===== src/rtl/fetch_stage.sv =====
// Instruction-fetch stage: program counter, IF/ID register, redirects
// (branch, interrupt entry, return-from-interrupt), stall handling,
// single-level interrupt acceptance with a saved return address (EPC).
module fetch_stage #(
    parameter int                ADDR_W    = 8,
    parameter int                INS_W     = 24,
    parameter logic [ADDR_W-1:0] RESET_VEC = ADDR_W'('h00),
    parameter logic [ADDR_W-1:0] INT_VEC   = ADDR_W'('hF0)
) (
    input  logic              clk,
    input  logic              reset,
    input  logic              interrupt,
    input  logic              stall,
    input  logic              branch_taken,
    input  logic [ADDR_W-1:0] branch_target,
    input  logic              reti,
    output logic [ADDR_W-1:0] imem_addr,
    input  logic [INS_W-1:0]  imem_data,
    output logic [INS_W-1:0]  ins,
    output logic [ADDR_W-1:0] Current_Address,
    output logic              ins_valid,
    output logic              int_ack,
    output logic              in_isr,
    output logic [ADDR_W-1:0] epc
);

    typedef enum logic {RUN = 1'b0, ISR = 1'b1} state_t;

    state_t            state_q, state_d;
    logic [ADDR_W-1:0] pc_q, pc_d;
    logic [INS_W-1:0]  ins_q, ins_d;
    logic [ADDR_W-1:0] cur_addr_q, cur_addr_d;
    logic              ins_valid_q, ins_valid_d;
    logic              int_ack_q, int_ack_d;
    logic [ADDR_W-1:0] epc_q, epc_d;
    logic              pending_q, pending_d;
    logic              s1_q, s1_d;
    logic              s2_q, s2_d;
    logic              s2_dly_q, s2_dly_d;
    logic              int_rise;

    // Next-state: synchronizer, edge capture, and the prioritised PC/IF-ID update
    always_comb begin
        state_d     = state_q;
        pc_d        = pc_q;
        ins_d       = ins_q;
        cur_addr_d  = cur_addr_q;
        ins_valid_d = ins_valid_q;
        int_ack_d   = 1'b0;
        epc_d       = epc_q;
        s1_d        = interrupt;
        s2_d        = s1_q;
        s2_dly_d    = s2_q;
        int_rise    = s2_q & ~s2_dly_q;
        pending_d   = pending_q | int_rise;

        if (branch_taken) begin
            // Redirect from decode wins over everything, including stall;
            // a pending interrupt simply waits for the next eligible edge.
            pc_d        = branch_target;
            ins_d       = '0;
            ins_valid_d = 1'b0;
        end else if (reti && (state_q == ISR)) begin
            pc_d        = epc_q;
            ins_d       = '0;
            ins_valid_d = 1'b0;
            state_d     = RUN;
        end else if ((state_q == RUN) && pending_q && !stall) begin
            // Accept: the not-yet-fetched PC is the return address.
            epc_d       = pc_q;
            pc_d        = INT_VEC;
            ins_d       = '0;
            ins_valid_d = 1'b0;
            int_ack_d   = 1'b1;
            pending_d   = 1'b0;
            state_d     = ISR;
        end else if (stall) begin
            // Hold PC and IF/ID as they are.
            pc_d = pc_q;
        end else begin
            ins_d       = imem_data;
            cur_addr_d  = pc_q;
            ins_valid_d = 1'b1;
            pc_d        = pc_q + 1'b1;
        end
    end

    // State registers with synchronous reset
    always_ff @(posedge clk) begin
        if (reset) begin
            state_q     <= RUN;
            pc_q        <= RESET_VEC;
            ins_q       <= '0;
            cur_addr_q  <= '0;
            ins_valid_q <= 1'b0;
            int_ack_q   <= 1'b0;
            epc_q       <= '0;
            pending_q   <= 1'b0;
            s1_q        <= 1'b0;
            s2_q        <= 1'b0;
            s2_dly_q    <= 1'b0;
        end else begin
            state_q     <= state_d;
            pc_q        <= pc_d;
            ins_q       <= ins_d;
            cur_addr_q  <= cur_addr_d;
            ins_valid_q <= ins_valid_d;
            int_ack_q   <= int_ack_d;
            epc_q       <= epc_d;
            pending_q   <= pending_d;
            s1_q        <= s1_d;
            s2_q        <= s2_d;
            s2_dly_q    <= s2_dly_d;
        end
    end

    assign imem_addr       = pc_q;
    assign ins             = ins_q;
    assign Current_Address = cur_addr_q;
    assign ins_valid       = ins_valid_q;
    assign int_ack         = int_ack_q;
    assign in_isr          = (state_q == ISR);
    assign epc             = epc_q;

endmodule


===== config.mk =====
export PLATFORM = sky130hd
export DESIGN_NAME = fetch_stage
export DESIGN_NICKNAME = d
export VERILOG_FILES = /design/src/rtl/fetch_stage.sv
export SDC_FILE = /design/constraint.sdc
export NUM_CORES = 1
export LEC_CHECK = 0
export CAP_MARGIN = 20
export CORE_MARGIN = 1
export CORE_UTILIZATION = 39
export CTS_CLUSTER_DIAMETER = 150
export CTS_CLUSTER_SIZE = 25
export DETAILED_ROUTE_END_ITERATION = 8
export GPL_TIMING_DRIVEN = 0
export PLACE_DENSITY = 0.74
export SLEW_MARGIN = 10
export SYNTH_ARGS = -nofsm -noshare
export SYNTH_HDL_FRONTEND = slang
export SYNTH_SLANG_ARGS = --single-unit

===== constraint.sdc =====
create_clock -name clk -period 1.4 [get_ports clk]
set_input_delay 0.42 -clock clk [delete_from_list [all_inputs] [get_ports clk]]
set_output_delay 0.42 -clock clk [all_outputs]
set_load 0.005 [all_outputs]

# --- Word level (Yosys, flattened, before mapping) ---
# Cells that the tools add are included.
totals:
  output_inout_bits: 51
  in_bits: 38
  reg_bits: 55
op_classes:
  reduce_logical: 10
  n_addsub: 1
  bitwise_logic: 8
  muxes: 10
  n_eq_ne: 1
op_table:
  columns: ["op", "n"]
  rows:
  - ["$mux 8", 4]
  - ["$add 8x1->8 const B", 1]
  - ["$mux 1", 6]
  - ["$not 1->1", 6]
  - ["$ne 4x1->1 const B", 1]
  - ["$reduce_and 4->1", 1]
  - ["$reduce_or 4->1", 1]
  - ["$logic_and 1x1->1", 3]
  - ["$reduce_and 3->1", 1]
  - ["$reduce_or 3->1", 1]
  - ["$reduce_and 2->1", 1]
  - ["$reduce_bool 2->1", 1]
  - ["$and 1x1->1", 1]
  - ["$logic_not 1->1", 1]
  - ["$or 1x1->1", 1]

# --- Depth between registers and ports, before layout ---
depth:
  ltp_word: 6
  mapped_depth: 6

# --- Worst setup path before layout ---
# OpenSTA, ideal clock, no wires.
synth_timing:
  path_type: "register -> register"
  start: "reg pc_q[0] (netlist: imem_addr[0])"
  end: "reg pc_q[6] (netlist: imem_addr[6])"
  arrival_ps: 1406
  setup_ps: 92
  slack_ps: -99
  path_stages_with_launch: 6
  synth_period_minus_slack_ps: 1499
  path_cell_list: "dfxtp_1 > ha_1 > inv_1 > or3_1 > and3_1 > o32ai_1"
synth_between:
  elab_chain_cells: 5
synth_lines:
  columns: ["item", "line", "text"]
  rows:
  - ["start: declaration", "30", "logic [ADDR_W-1:0] pc_q, pc_d;"]
  - ["start signal: assignment", "104", "pc_q <= pc_d;"]
  - ["$add 8x1->8", "84", "pc_d = pc_q + 1'b1;"]
  - ["$mux 8", "77", "end else if (stall) begin"]
  - ["$mux 8", "68", "end else if ((state_q == RUN) && pending_q && !stall) begin"]
  - ["$mux 8", "63", "end else if (reti && (state_q == ISR)) begin"]
  - ["$mux 8", "57", "if (branch_taken) begin"]
# Every way passes these cells. The select of a mux whose other input is x is not followed.
# A chain may end at the register's enable or synchronous reset.

# --- Worst setup path after layout ---
layout_timing:
  start: "reg state_q (netlist: in_isr)"
  end: "reg epc_q[7] (netlist: epc[7])"
layout_between:
  elab_chain_cells: 4
  elab_cells_between_ends: 6
layout_lines:
  columns: ["item", "line", "text"]
  rows:
  - ["start: declaration", "29", "state_t state_q, state_d;"]
  - ["start signal: assignment", "103", "state_q <= state_d;"]
  - ["$not 1->1", "68", null]
  - ["$logic_and 1x1->1 (2 in series)", "68", null]
  - ["$reduce_and 3->1 (no line) *", null, null]
  - ["end signal: assignment", "109", "epc_q <= epc_d;"]
  - ["end: declaration", "35", "logic [ADDR_W-1:0] epc_q, epc_d;"]
# Every way passes the cells marked *; elsewhere a longest branch is shown, timed or not.

==> key figures <==
Power and ir drop
  • Part of the power in the clock network: 25.4%
  • Net switching component of the power: 877 uW
  • Cell Pwr Density: 789 nW/um2
  • Largest voltage drop on the vdd net: 0.000526 V
  • Internal Pwr Total: 2350 uW
  • Register share of total power: 51.7%
  • Total power consumption of the routed design: 3230 uW
  • Net switching fraction of the power: 27.1%
  • Comb power frac: 22.9%
  • Leakage: 0.00184 uW

STA
  • Final period demand of the worst path: 1.54 ns
  • Setup slack after layout: -0.142 ns
  • Setup repair after global routing missed its margin: yes
  • Worst clock skew: 0.00358 ns
  • Max Freq: 0.648 GHz
  • Number of endpoints with negative hold slack in the final report: 0
  • Final setup fails: 36
  • Worst-Margin Slew: 0.650 ns
  • Max Transition Viols Final: 0
  • Final period utilization: 110%
  • Max-slew headroom at the worst pin: 56.6%

Placement
  • Post-detail-place hpwl: 4170 um
  • Setup slack at placement: -0.727 ns
  • Global placement routability congestion: 0.862
  • Port bufs: 87

Clocking
  • Cell at the root of the clock tree: sky130_fd_sc_hd__clkbuf_8
  • Hold bufs inserted after CTS: 0
  • Post-CTS clock slew at the launch and capture registers of the worst setup and hold paths: 0.09 ns
  • Clock insertion delay at the later pin of the skew report: 0.30 ns
  • CTS sink count: 55
  • H-tree levels: 2
  • Buffers from clock root to sink, at most: 2
  • Clock tree from TritonCTS: yes
  • Inserted Clock Buffers: 5

Status
  • Status: finished, violations left
  • Failing checks: negative setup slack

Worst setup path
  • CP Launch Type: flip-flop
  • Kind of critical path: reg -> reg
  • Cell type of the slowest stage on the worst timing path: sky130_fd_sc_hd__dfxtp_4
  • Startpoint of the lowest-slack register-to-register path: in_isr
  • Cells along the critical path: buf_6 > nand2b_4 > buf_6 > nor3_4 > clkbuf_16 > nand2_1 > a21oi_1
  • CP max stage delay: 0.36 ns
  • Most common cell type on the critical path: sky130_fd_sc_hd__buf_6
  • Register-to-register setup slack: -0.14 ns
  • CP Capture Type: flip-flop
  • Worst EP required: 1.63 ns
  • Arrival time of the worst setup path: 1.77 ns
  • Capture point of the worst reg-to-reg path: epc[7]
  • Maximum fanout along the worst path: 6
  • Path depth of the worst reg2reg path: 7

GRT
  • Vias in the first global route: 2177
  • Maximum number of pins on one net before global-route repair: 15
  • Initial antenna violation count: 0
  • Aggregate global-route resource usage: 21.5%
  • First-pass GRT wire length: 10300 um
  • Sum of overflow across all layers after global routing: 0

Cells and area
  • Share of cells above drive strength 1: 45.8%
  • Most common cell after layout, fill and taps aside: sky130_fd_sc_hd__dlygate4sd2_1
  • Net count of the finished layout: 409
  • Combined area of the multi-input logic cells: 1440 um2
  • Count of antenna diodes in the layout: 0
  • Fillers: 410
  • Commonest non-fill, non-tap cells in the layout: sky130_fd_sc_hd__dlygate4sd2_1 (47), sky130_fd_sc_hd__clkdlybuf4s50_1 (33), sky130_fd_sc_hd__dfxtp_2 (29), sky130_fd_sc_hd__buf_4 (24), sky130_fd_sc_hd__mux2i_1 (21)
  • Register cell area after layout: 1160 um2
  • Synthesis-to-layout area growth: 78.5%

Routing
  • Count of antenna-violating nets left after detailed routing: 0
  • Via-per-instance ratio: 5.33
  • Starting DRT DRC Count: 178
  • Routed wire length: 7980 um
  • Average wire length per cell after detail routing: 18.1 um
  • Vias post-DR: 2352
  • Number of optimization iterations in the first detailed-route pass: 4
  • Post-route DRC violation count: 0

Floorplanning
  • Floorplan die area: 6200 um2
  • Area inside the core boundary: 5570 um2
  • Horizontal die dimension: 78.7 um
  • Effective utilization at floorplan: 41.2%
  • Number of top-level pins: 89
  • Die extent in y: 78.7 um
  • Cell Rows: 27

Yosys
  • Number of nets produced by synthesis: 280
  • Number of standard cells after synthesis: 241
  • Largest family of logic cells by synthesized area: simple AND/OR/NAND/NOR gates
  • Fraction of the mapped netlist area in adder cells: 0.545%
  • Distinct cells, synth: 41
  • Simple-Gate Fraction of Synth Area: 19.2%
  • Share of cell area taken by muxes after synthesis: 14.0%
  • Sequential share of the synthesized area: 48.0%
  • Post-synthesis compound-gate area fraction: 12.0%
  • Yosys warning count: 0
  • Post-Syn Area: 2300 um2
  • Parity-gate share of the synthesized area counting xor and xnor cells: 0.763%
  • Flop and latch count out of synthesis: 55
  • Average instance area after synthesis: 9.53 um2

Hold path
  • Path category of the worst min-delay check: in -> reg
  • Hold path depth: 2
  • Startpoint of the worst hold path: reset
  • Hold Path End: imem_addr[0]

Run
  • Max-cap check violation count: 0
==> metrics by stage <==
step	std cells	utilization (%)	instance area (um2)	hold WS [ns]	TNS (ns)
3_5_place_dp	400	58.6	3260	0.439	-31.65
3_3_place_gp	400	58.6	3260	0.424	-31.25
2_1_floorplan	241	-	2300	0.414	0
6_report	441	73.5	4100	0.346	-1.76
5_1_grt	441	73.5	4100	0.345	-3.31
4_1_cts	433	65.7	3660	0.336	-0.348
==> cell families after synthesis <==
logic type / Yosys count
muxes: 32
adders and majority gates: 1
buffers and inverters: 21
and+or+nand+nor: 92
DFF: 55
xor gates and xnor gates: 2
AOI/OAI and AO/OA: 38
==> worst max-delay path: cells and delay by family, from the launching register on <==
kind / cells / cell delay, ns
DFF: 1 / 0.36
buffers and inverters: 3 / 0.48
and+or+nand+nor: 3 / 0.51
AOI/OAI and AO/OA: 1 / 0.11
==> sequential cells by signal, summed over array words and instances (netlist names) <==
| signal | cells |
|---|---|
| ins | 24 |
| Current_Address | 8 |
| epc | 8 |
| imem_addr | 8 |
| in_isr | 1 |
| ins_valid | 1 |
| int_ack | 1 |
| pending_q | 1 |
| s1_q | 1 |
| s2_dly_d | 1 |
| s2_dly_q | 1 |
==> worst max path at each step <==
stage	start	to	slack [ns]
2_1_floorplan	imem_addr[1]	imem_addr[6]	0.01
3_3_place_gp	stall	ins[14]	-0.72
3_5_place_dp	stall	ins[22]	-0.73
4_1_cts	imem_addr[3]	imem_addr[7]	-0.11
5_1_grt	in_isr	epc[0]	-0.18
6_report	in_isr	epc[7]	-0.14
==> cells in the mapped netlist, drive strengths merged <==
cell type	count	share of area, %
ha	1	0.54
and2	1	0.27
xnor2	1	0.38
and3	4	1.1
a31o	1	0.38
or3	4	1.1
a21oi	15	3.3
o22a	1	0.38
dfxtp	55	48
buf	13	4.3
nand3	6	1.5
o32ai	3	1.5
a211oi	1	0.33
o221a	1	0.49
or2	1	0.27
mux2i	32	14
nand2	21	3.5
nor3b	1	0.54
o22ai	1	0.27
nand3b	3	0.98
clkbuf	2	0.33
a22oi	3	0.98
nor2b	3	0.82
inv	6	0.98
a221oi	3	1.1
nor3	4	1.1
a311oi	1	0.38
nand2b	1	0.27
o41ai	3	1.8
nor2	42	7.2
o21ai	5	1.1
xor2	1	0.38
nand4	1	0.54
==> what timing repair did <==
item / 4_1_cts / 5_1_grt
buffers inserted: 26 / 9
resized for setup: 130 / 99
pin swaps: 11 / 41
setup endpoints to repair: 102 / 48
endpoints found under the hold margin: 0 / 0
gates cloned: 2 / 2
==> layer usage <==
metal / wire [um] / global-route usage, %
met2: 3810 / 35.7
met3: 734 / 7.47
met1: 3210 / 25.5
met4: 230 / 7.78
met5: 0 / 0
==> power groups by stage <==
stage	combinational, uW	sequential, uW	clock (uW)
after detailed placement	501	1720	0
after global placement	494	1710	0
after global routing	782	1680	895
final	741	1670	821
after CTS	593	1660	842
after floorplan	236	1710	0
==> final cells by class <==
type                            instances  area share [%]
Clock buffer                            6            1.77
Multi-Input combinational cell        165            35.1
Sequential cell                        55            28.4
Inverter                                6           0.611
Tap cell                               72            2.20
Timing Repair Buffer                  125            29.1
Buffer                                 12            2.84
(Power assumes the default switching activity.)
